--- src/rtl/fc_argmax.sv ---
// rtl/fc_argmax.sv - streaming argmax over M signed samples; FC_ARGMAX_TIE_LAST_EN selects highest index on ties
module fc_argmax #(
    parameter int M = 15,
    parameter int T = 19
) (
    input  logic                 clk,
    input  logic                 reset,
    input  logic                 input_valid,
    output logic                 input_ready,
    input  logic signed [T-1:0]  input_data,
    output logic                 output_valid,
    input  logic                 output_ready,
    output logic [$clog2(M)-1:0] output_index,
    output logic signed [T-1:0]  output_max
);
    localparam int IW = $clog2(M);

    typedef enum logic {
        LOAD = 1'b0,
        HOLD = 1'b1
    } state_t;

    state_t               state;
    state_t               state_next;
    logic [IW-1:0]        count;
    logic signed [T-1:0]  run_max;
    logic [IW-1:0]        run_idx;
    logic                 in_hs;
    logic                 out_hs;
    logic                 last;
    logic                 take;
    logic signed [T-1:0]  new_max;
    logic [IW-1:0]        new_idx;

    assign input_ready  = (state == LOAD) && !reset;
    assign output_valid = (state == HOLD);
    assign in_hs        = input_valid && input_ready;
    assign out_hs       = output_valid && output_ready;
    assign last         = (count == IW'(M - 1));

    // Element 0 always seeds the running max, whatever the tie mode.
`ifdef FC_ARGMAX_TIE_LAST_EN
    assign take = (count == '0) || (input_data >= run_max);
`else
    assign take = (count == '0) || (input_data > run_max);
`endif

    assign new_max = take ? input_data : run_max;
    assign new_idx = take ? count : run_idx;

    always_comb begin
        state_next = state;
        case (state)
            LOAD: if (in_hs && last) state_next = HOLD;
            HOLD: if (out_hs)        state_next = LOAD;
            default:                 state_next = LOAD;
        endcase
    end

    always_ff @(posedge clk) begin
        if (reset) begin
            state        <= LOAD;
            count        <= '0;
            run_max      <= '0;
            run_idx      <= '0;
            output_index <= '0;
            output_max   <= '0;
        end else begin
            state <= state_next;
            if (in_hs) begin
                count   <= last ? '0 : count + IW'(1);
                run_max <= new_max;
                run_idx <= new_idx;
                // Result registers change only on HOLD entry.
                if (last) begin
                    output_max   <= new_max;
                    output_index <= new_idx;
                end
            end
        end
    end
endmodule

--- config.mk ---
export PLATFORM = sky130hd
export DESIGN_NAME = fc_argmax
export DESIGN_NICKNAME = d
export VERILOG_FILES = /design/src/rtl/fc_argmax.sv
export SDC_FILE = /design/constraint.sdc
export NUM_CORES = 1
export LEC_CHECK = 0
export CAP_MARGIN = 20
export CORE_MARGIN = 8
export CORE_UTILIZATION = 50
export CTS_BUF_LIST = sky130_fd_sc_hd__clkbuf_8
export CTS_CLUSTER_DIAMETER = 200
export DETAILED_ROUTE_END_ITERATION = 6
export PLACE_DENSITY = 0.76
export SETUP_SLACK_MARGIN = 0.15
export SLEW_MARGIN = 20
export SYNTH_ARGS = -nofsm -noshare
export SYNTH_HDL_FRONTEND = slang
export SYNTH_SLANG_ARGS = --single-unit
--- constraint.sdc ---
create_clock -name clk -period 2.65 [get_ports clk]
set_clock_uncertainty 0.1 [all_clocks]
set_input_delay 0.53 -clock clk [delete_from_list [all_inputs] [get_ports clk]]
set_output_delay 0.53 -clock clk [all_outputs]
set_load 0.01 [all_outputs]
==> results.tsv, run 1 <==
metric	value	unit
mostFrequentLayoutCells	nor2_1, nand2b_1, dfxtp_1	
hpwl	5230	um
crit_type	in -> reg	
grt_usage	19.1	%
swShare	27.5	%
clk-insertion-delay-late	300	ps
ios	48	
grt_pass1_wl	13600	um
cts_root_buffer	clkbuf_8	
hold_start	output_index[0]	
gp_congestion	0.800	
p_int	1270	uW
grt_pass1_vias	2831	
setup_violations	0	
vias	2708	
leakage	0.00152	uW
combPwrFrac	23.1	%
syn_nets	369	
dieArea	8510	sq um
clk_pin_slew	90	ps
period_share	99.0	%
synth_warnings	0	
cts_num_sinks	51	
overflow	0	
grt_max_degree	71	
die_h	92.2	um
ys_types	34	
io_buffers	47	
async_reset_ff_share	0	%
yosysSeqAreaShare	35.1	%
register_area	1030	sq um
hp-class	reg -> reg	
hold_ws	364	ps
final_hold_viol_count	0	
cts_tree	built	
drc	0	
cp-start-kind	input pin	
antenna_found_initial	0	
timing.rr.start	run_max[12]	
p_clk_share	30.3	%
layout_commonest_cell	nor2_1	
drive_above_1_share	28.2	%
tightest_slew	649	ps
critPathRequiredTime	2780	ps
ys.flop_type	dfxtp_1	
nets	446	
syn_inst	327	
ir_drop	0.241	mV
post-route-util	72.5	%
cts-buffers-inserted	5	
synth_area	2910	sq um
crit_start	input_data[4]	
power_density	432	nW/um^2
die_w	92.2	um
drt_iter0_drc	169	
drtAntennaViolNets	0	
cp_data_arrival_time	2750	ps
rsz0062_at_grt	true	
total_power	1750	uW
synth_edf_count	0	
row_count	27	
multi_input_area	1890	sq um
switching_power	481	uW
core	5570	sq um
n_fill_cell	430	
min_period	2620	ps
via_per_inst	5.69	
slew_viol_final	0	
clk_path_buf_depth	2	
syn2layout_area_growth	39.0	%
htreeDepth	2	
cp_max_fo	7	
slew_headroom	56.7	%
syn_avg_cell_area	8.89	sq um
start_util	52.1	%
max_cap_viol_count	0	
status	finished, final reports clean	
wl_per_cell	16.9	um
pwr-share-seq	46.7	%
routed_wl	8060	um
dr.pass1.iters	5	
n_antenna_cell	0	
cp-end-kind	register	
clock.fmax	381	MHz
synth.ff_latch_count	51	
-- per-layer routing --
metal	wire length (um)	track usage, %
met1	3470	22.2
met2	4060	34.0
met3	363	3.99
met4	162	5.77
met5	0	0
-- cells in the mapped netlist, drive strengths merged, types with 3 or more instances --
library cell | number | area (sq um)
o311a | 8 | 80.1
nand3b | 4 | 30.0
a2111oi | 11 | 165
nand2b | 45 | 282
nand4 | 14 | 87.6
nand2 | 6 | 22.5
clkbuf | 16 | 60.1
o21ai | 4 | 20.0
nor2 | 46 | 173
mux2i | 21 | 210
ha | 19 | 238
buf | 9 | 78.8
nor3 | 3 | 15.0
a21oi | 14 | 73.8
a211oi | 14 | 105
inv | 21 | 78.8
dfxtp | 51 | 1020
-- layout make-up --
class	instances	share of cell area [%]
sequential	51	25.5
clock buffer	5	1.70
clock inverter	2	0.836
inverter	21	1.95
tap	72	2.23
timing repair buffer	95	21.1
multi-input combinational	230	46.7
-- final timing paths --
| path | to | slack (ps) | depth (start not counted) |
|---|---|---|---|
| worst max-delay path | run_max[3] | 30 | 11 |
| worst min-delay path | output_index[0] | 360 | 2 |
| worst max register to register | run_max[3] | 40 | 11 |
| worst min register to register | output_index[0] | 360 | 2 |
-- flip-flops by register name (all words and copies together) (netlist names) --
register,flops
output_valid,1
output_max,19
output_index,4
run_max,19
count,4
run_idx,4
-- cell families after synthesis --
| logic type | Yosys count | share of synthesized area (%) |
|---|---|---|
| fa+ha+maj | 19 | 8.18 |
| buf+inv | 46 | 7.49 |
| mux | 21 | 7.23 |
| flops | 51 | 35.1 |
| compound gates | 63 | 19.0 |
| simple gates | 127 | 22.9 |
-- critical path, stage by stage --
cell and delay [ps]:
dlygate4sd2_1 250, ha_1 290, nand4_1 100, nor4_2 350, o21a_1 210, a2111o_1 150, o211ai_4 130, buf_6 140
a21oi_4 180, buf_6 190, mux2i_1 220
-- power groups by stage --
stage	clock (uW)	sequential (uW)	combinational (uW)
after global placement	0	828	318
after global routing	565	818	435
after CTS	542	813	389
final	528	815	403
after floorplan	0	821	204
after detailed placement	0	829	328
-- per-stage QoR --
step / setup WS (ps) / cell area (sq um) / TNS, ps / cells
6_report: 25.3 / 4040 / 0 / 476
4_1_cts: 34.4 / 4010 / 0 / 476
3_5_place_dp: -603 / 3660 / -23590 / 460
3_3_place_gp: -451 / 3660 / -18640 / 460
2_1_floorplan: 149 / 2930 / 0 / 327
5_1_grt: -120 / 4040 / -2340 / 476
-- repair_timing --
item / CTS / global route
setup endpoints to repair: 46 / 46
setup buffers: 9 / 0
hold buffers: 0 / 0
resized for setup: 90 / 5
pin swaps: 31 / 3
Power figures use the tool's default switching activity.
==> inputs of run 2 (changes only) <==
--- a/config.mk
+++ b/config.mk
@@ -12,7 +12,7 @@
 export CTS_CLUSTER_DIAMETER = 200
 export DETAILED_ROUTE_END_ITERATION = 6
 export PLACE_DENSITY = 0.76
-export SETUP_SLACK_MARGIN = 0.15
+export SETUP_SLACK_MARGIN = 0.4
 export SLEW_MARGIN = 20
 export SYNTH_ARGS = -nofsm -noshare
 export SYNTH_HDL_FRONTEND = slang
==> run 2 against run 1 <==
  * The flow now finishes with violations (negative setup slack)
  * Register-to-register slack got worse by 50 ps
  * Total power is 2.2% higher
  * Hold slack better by 8.2 ps
  * Count of clock-buffer cells in the layout is 2 higher
  * Routed wire length grew 2.8%
  * Sequential cell count stayed put
  * Critical path type is now reg -> reg
==> results.tsv, run 2 (synthesis gave the netlist of run 1 again) <==
metric	value	unit	change
die_w	92.2	um	unchanged
core	5570	sq um	unchanged
gr-max-usage-layer	met2		unchanged
routed_wl	8280	um	was 8060 um
drt_iter0_drc	102		was 169
min_period	2660	ps	was 2620 ps
via_per_inst	5.68		was 5.69
cp_data_arrival_time	2740	ps	was 2750 ps
switching_power	513	uW	was 481 uW
layout_commonest_cell	nor2_1		unchanged
slew_headroom	60.4	%	was 56.7%
grt_pass1_vias	2851		was 2831
p_int	1270	uW	about the same
wl_per_cell	17.1	um	was 16.9 um
hold_ws	372	ps	was 364 ps
clock.fmax	376	MHz	was 381 MHz
clk-insertion-delay-late	300	ps	about the same
fin_area	4350	sq um	was 4040 sq um
post-route-util	78.1	%	was 72.5%
grt_max_degree	43		was 71
drive_above_1_share	34.5	%	was 28.2%
grtUsageMet1	24.7	%	was 22.2%
grt_usage	19.8	%	was 19.1%
status	finished with violations		was finished, final reports clean
fin_ws	-12.8	ps	was 25.3 ps
setup_violations	2		was 0
rsz0062_at_grt	true		unchanged
hpwl	5230	um	about the same
cp-start-kind	register		was input pin
dp.cells	461		was 460
clk_pin_slew	90	ps	about the same
violations	negative setup slack		
die_h	92.2	um	unchanged
dieArea	8510	sq um	unchanged
drtAntennaViolNets	0		unchanged
cp_max_fo	4		was 7
cts_num_sinks	51		unchanged
antenna_found_initial	0		unchanged
ir_drop	0.313	mV	was 0.241 mV
critPathRequiredTime	2730	ps	was 2780 ps
clk_path_buf_depth	2		unchanged
nets	453		was 446
stdcell_count	484		was 476
grt_pass1_wl	13900	um	was 13600 um
cts_root_buffer	clkbuf_8		unchanged
overflow	0		unchanged
largestRegisters	output_max: 19 flops, run_max: 19 flops		unchanged
row_count	27		unchanged
cts-buffers-inserted	5		unchanged
start_util	52.1	%	unchanged
postCtsHoldBufs	0		unchanged
swShare	28.8	%	was 27.5%
vias	2749		was 2708
combPwrFrac	26.8	%	was 23.1%
mostFrequentLayoutCells	nor2_1, nand2b_1, dfxtp_1, buf_4, clkdlybuf4s50_1		was nor2_1, nand2b_1, dfxtp_1
placed_area	3740	sq um	was 3660 sq um
crit_type	reg -> reg		was in -> reg
cts_tree	built		unchanged
tightest_slew	595	ps	was 649 ps
p_clk_share	27.6	%	was 30.3%
cp-end-kind	register		unchanged
hp-class	reg -> reg		unchanged
met2_usage	32.2	%	was 34.0%
ios	48		unchanged
max_cap_viol_count	0		unchanged
pwr-share-seq	45.7	%	was 46.7%
io_buffers	47		unchanged
power_density	410	nW/um^2	was 432 nW/um^2
dr.pass1.iters	4		was 5
leakage	0.00160	uW	was 0.00152 uW
grt_use_met3	4.24	%	was 3.99%
period_share	100	%	was 99.0%
syn2layout_area_growth	49.8	%	was 39.0%
gp_congestion	0.827		was 0.800
n_antenna_cell	0		unchanged
htreeDepth	2		unchanged
drc	0		unchanged
slew_viol_final	0		unchanged
fin_setup_tns	-22.8	ps	was 0 ps
final_hold_viol_count	0		unchanged
run 2: changes by cell type in the layout (fill, tap and decap cells not counted), sizes merged:
cell           delta
clkbuf            +5
buf              +11
dlygate4sd2       -2
bufinv            -1
clkdlybuf4s15     -5
run 2: layer usage:
metal  part of all wire [%]  wire, um
met5                      0         0
met4                    2.2       180
met3                    4.9       403
met2                     48      4010
met1                     44      3680
run 2: final cells by class:
type	instances	area (sq um)
Inverter	21	78.8
Timing Repair Buffer	102	955
Clock inverter	1	3.75
Fill cell	357	1220
Tap cell	72	90.1
Clock buffer	7	96.3
Multi-Input combinational cell	230	2090
Sequential cell	51	1040
run 2: worst paths after layout:
check | from | endpoint | slack (ps) | cells after the start
min | output_index[0] | output_index[0] | 370 | 2
max | run_max[13] | output_max[18] | -10 | 12
max reg2reg | run_max[13] | output_max[18] | -10 | 12
min reg2reg | output_index[0] | output_index[0] | 370 | 2
run 2: per-stage QoR:
stage	power [uW]	setup slack [ps]
2_1_floorplan	1040	149
3_3_place_gp	1170	-517
3_5_place_dp	1180	-554
4_1_cts	1760	125
5_1_grt	1870	-119
6_report	1780	-12.8
run 2: what timing repair did:
item,4_1_cts,5_1_grt
buffers inserted,10,3
resized for setup,117,16
pin swaps,28,10
endpoints found under the setup margin,46,46
cloned,2,0
run 2: critical path, cell delays in order (launching register included):
cell and delay (ps):
dfxtp_1 360, inv_1 90, ha_4 280, nand4_1 160, buf_4 190, nor3_1 250, a2111o_1 240, o211ai_4 100
buf_6 140, buf_4 120, buf_6 130, a211oi_2 310, a2111oi_4 60
run 2: power groups by stage:
stage	combinational, uW	sequential [uW]	clock [uW]
6_report	478	815	492
5_1_grt	514	819	534
4_1_cts	442	814	503
3_5_place_dp	348	829	0
3_3_place_gp	340	828	0
2_1_floorplan	214	821	0
==> inputs of run 3 (changes only) <==
--- a/config.mk
+++ b/config.mk
@@ -7,12 +7,13 @@
 export LEC_CHECK = 0
 export CAP_MARGIN = 20
 export CORE_MARGIN = 8
-export CORE_UTILIZATION = 50
+export CORE_UTILIZATION = 25
 export CTS_BUF_LIST = sky130_fd_sc_hd__clkbuf_8
 export CTS_CLUSTER_DIAMETER = 200
 export DETAILED_ROUTE_END_ITERATION = 6
-export PLACE_DENSITY = 0.76
+export PLACE_DENSITY = 0.42
 export SETUP_SLACK_MARGIN = 0.4
+export SKIP_CTS_REPAIR_TIMING = 1
 export SLEW_MARGIN = 20
 export SYNTH_ARGS = -nofsm -noshare
 export SYNTH_HDL_FRONTEND = slang
==> run 3 against run 2 <==
  * The run now ends clean
  * Utilization down 40 points
  * Fmax increased by 2.5%
  * Count of clock-buffer cells in the layout is 2 lower
  * Die area is 80% higher
  * Non-clock buffer count down 7
  * Total power is 6.9% lower
  * Via count is 6.9% lower
  * Critical path type is now in -> reg
  * Critical endpoint is now output_max[12]
  * Largest power group unchanged
==> results.tsv, run 3 (synthesis gave the netlist of run 1 again) <==
metric	value	unit	change
critPathMaxStageDelay	420	ps	was 360 ps
status	finished, final reports clean		was finished with violations
start_util	25.6	%	was 52.1%
timing.rr.start	run_max[13]		unchanged
ios	48		unchanged
cts_tree	built		unchanged
die_w	124	um	was 92.2 um
cts_root_buffer	clkbuf_8		unchanged
largestRegisters	output_max: 19 flops, run_max: 19 flops		unchanged
setup_violations	0		was 2
final_hold_viol_count	0		unchanged
period_share	98.1	%	was 100%
cts_num_sinks	51		unchanged
io_buffers	47		unchanged
n_antenna_cell	0		unchanged
slew_headroom	65.0	%	was 60.4%
wl_per_cell	16.1	um	was 17.1 um
ir_drop	0.182	mV	was 0.313 mV
drc	0		unchanged
layout_commonest_cell	nor2_1		unchanged
place_ws	-523	ps	was -554 ps
drt_iter0_drc	76		was 102
drive_above_1_share	27.8	%	was 34.5%
min_period	2600	ps	was 2660 ps
hp-class	in -> reg		was reg -> reg
dp.cells	533		was 461
grt_pass1_wl	13300	um	was 13900 um
die_h	124	um	was 92.2 um
power_density	384	nW/um^2	was 410 nW/um^2
nets	446		was 453
cts-buffers-inserted	5		unchanged
clk-insertion-delay-late	300	ps	about the same
antenna_found_initial	0		unchanged
mostFrequentLayoutCells	nor2_1, nand2b_1, dfxtp_1		was nor2_1, nand2b_1, dfxtp_1, buf_4, clkdlybuf4s50_1
leakage	0.00168	uW	was 0.00160 uW
fin_setup_tns	0	ps	was -22.8 ps
clk_pin_slew	90	ps	about the same
path_cells	dlymetal6s2s_1, ha_4, nand4_1, nor4_2, o21a_1, a2111o_1, o211ai_4, buf_6, a211oi_1, a2111oi_4		was inv_1, ha_4, nand4_1, buf_4, nor3_1, a2111o_1, o211ai_4, buf_6, buf_4, buf_6, a211oi_2, a2111oi_4
tightest_slew	524	ps	was 595 ps
hold_start	reset		was output_index[0]
hold_ws	361	ps	was 372 ps
crit_slowest_cell	a211oi_1		was dfxtp_1
via_per_inst	4.69		was 5.68
cp_data_arrival_time	2670	ps	was 2740 ps
cp-end-kind	register		unchanged
htreeDepth	2		unchanged
routed_wl	8770	um	was 8280 um
hpwl	5840	um	was 5230 um
grt_pass1_vias	2513		was 2851
stdcell_count	546		was 484
grt_max_degree	42		was 43
core	11400	sq um	was 5570 sq um
gp_congestion	0.740		was 0.827
cp-start-kind	input pin		was register
fin_ws	51.1	ps	was -12.8 ps
dieArea	15300	sq um	was 8510 sq um
slew_viol_final	0		unchanged
crit_type	in -> reg		was reg -> reg
grt_usage	11.1	%	was 19.8%
overflow	0		unchanged
critPathRequiredTime	2730	ps	about the same
clock.fmax	385	MHz	was 376 MHz
dr.pass1.iters	4		unchanged
cp_max_fo	6		was 4
rsz0062_at_grt	true		unchanged
row_count	39		was 27
vias	2560		was 2749
max_cap_viol_count	0		unchanged
syn2layout_area_growth	48.8	%	was 49.8%
crit_start	input_data[13]		was run_max[13]
clk_path_buf_depth	2		unchanged
drtAntennaViolNets	0		unchanged
## run 3: cell type report
| class | count | area [sq um] |
|---|---|---|
| clock buffers | 5 | 68.8 |
| clock inverters | 1 | 3.75 |
| fillers | 1185 | 7050 |
| inverters | 21 | 78.8 |
| multi-input cells | 230 | 2010 |
| flip-flops and latches | 51 | 1030 |
| well taps | 143 | 179 |
| repair buffers | 95 | 952 |
## run 3: critical path: cells and delay by family
family | cells | cell delay [ps]
AO/OA/AOI/OAI | 5 | 980
adder cells (fa/ha/maj) | 1 | 300
buffers and inverters | 2 | 340
AND/OR/NAND/NOR | 2 | 530
## run 3: layer usage
metal	vias up	wire, um	global-route usage (%)
li1	1310	-	-
met1	1205	4270	14.9
met2	40	4070	17.6
met3	5	340	2.27
met4	0	85	2.93
met5	-	0	0
## run 3: final timing paths
kind | slack (ps) | end | cells after the start
setup / recovery | 50 | output_max[12] | 10
hold / removal | 360 | output_valid | 2
setup reg to reg | 60 | output_max[12] | 10
hold reg to reg | 360 | output_index[0] | 2
## run 3: stage by stage
step / cell area, sq um / util [%] / power (uW)
after floorplan: 3000 / - / 1040
after global placement: 3860 / 34.0 / 1190
after detailed placement: 3860 / 34.0 / 1190
after CTS: 3940 / 34.6 / 1630
after global routing: 4320 / 38.0 / 1760
final: 4320 / 38.0 / 1660
## run 3: report_power, final
| group | leakage (uW) | switching (uW) | internal (uW) | total, uW |
|---|---|---|---|---|
| sequential | 0.000419 | 21.1 | 794 | 815 |
| clock | 0.0000413 | 255 | 173 | 429 |
| combinational | 0.00122 | 211 | 207 | 418 |
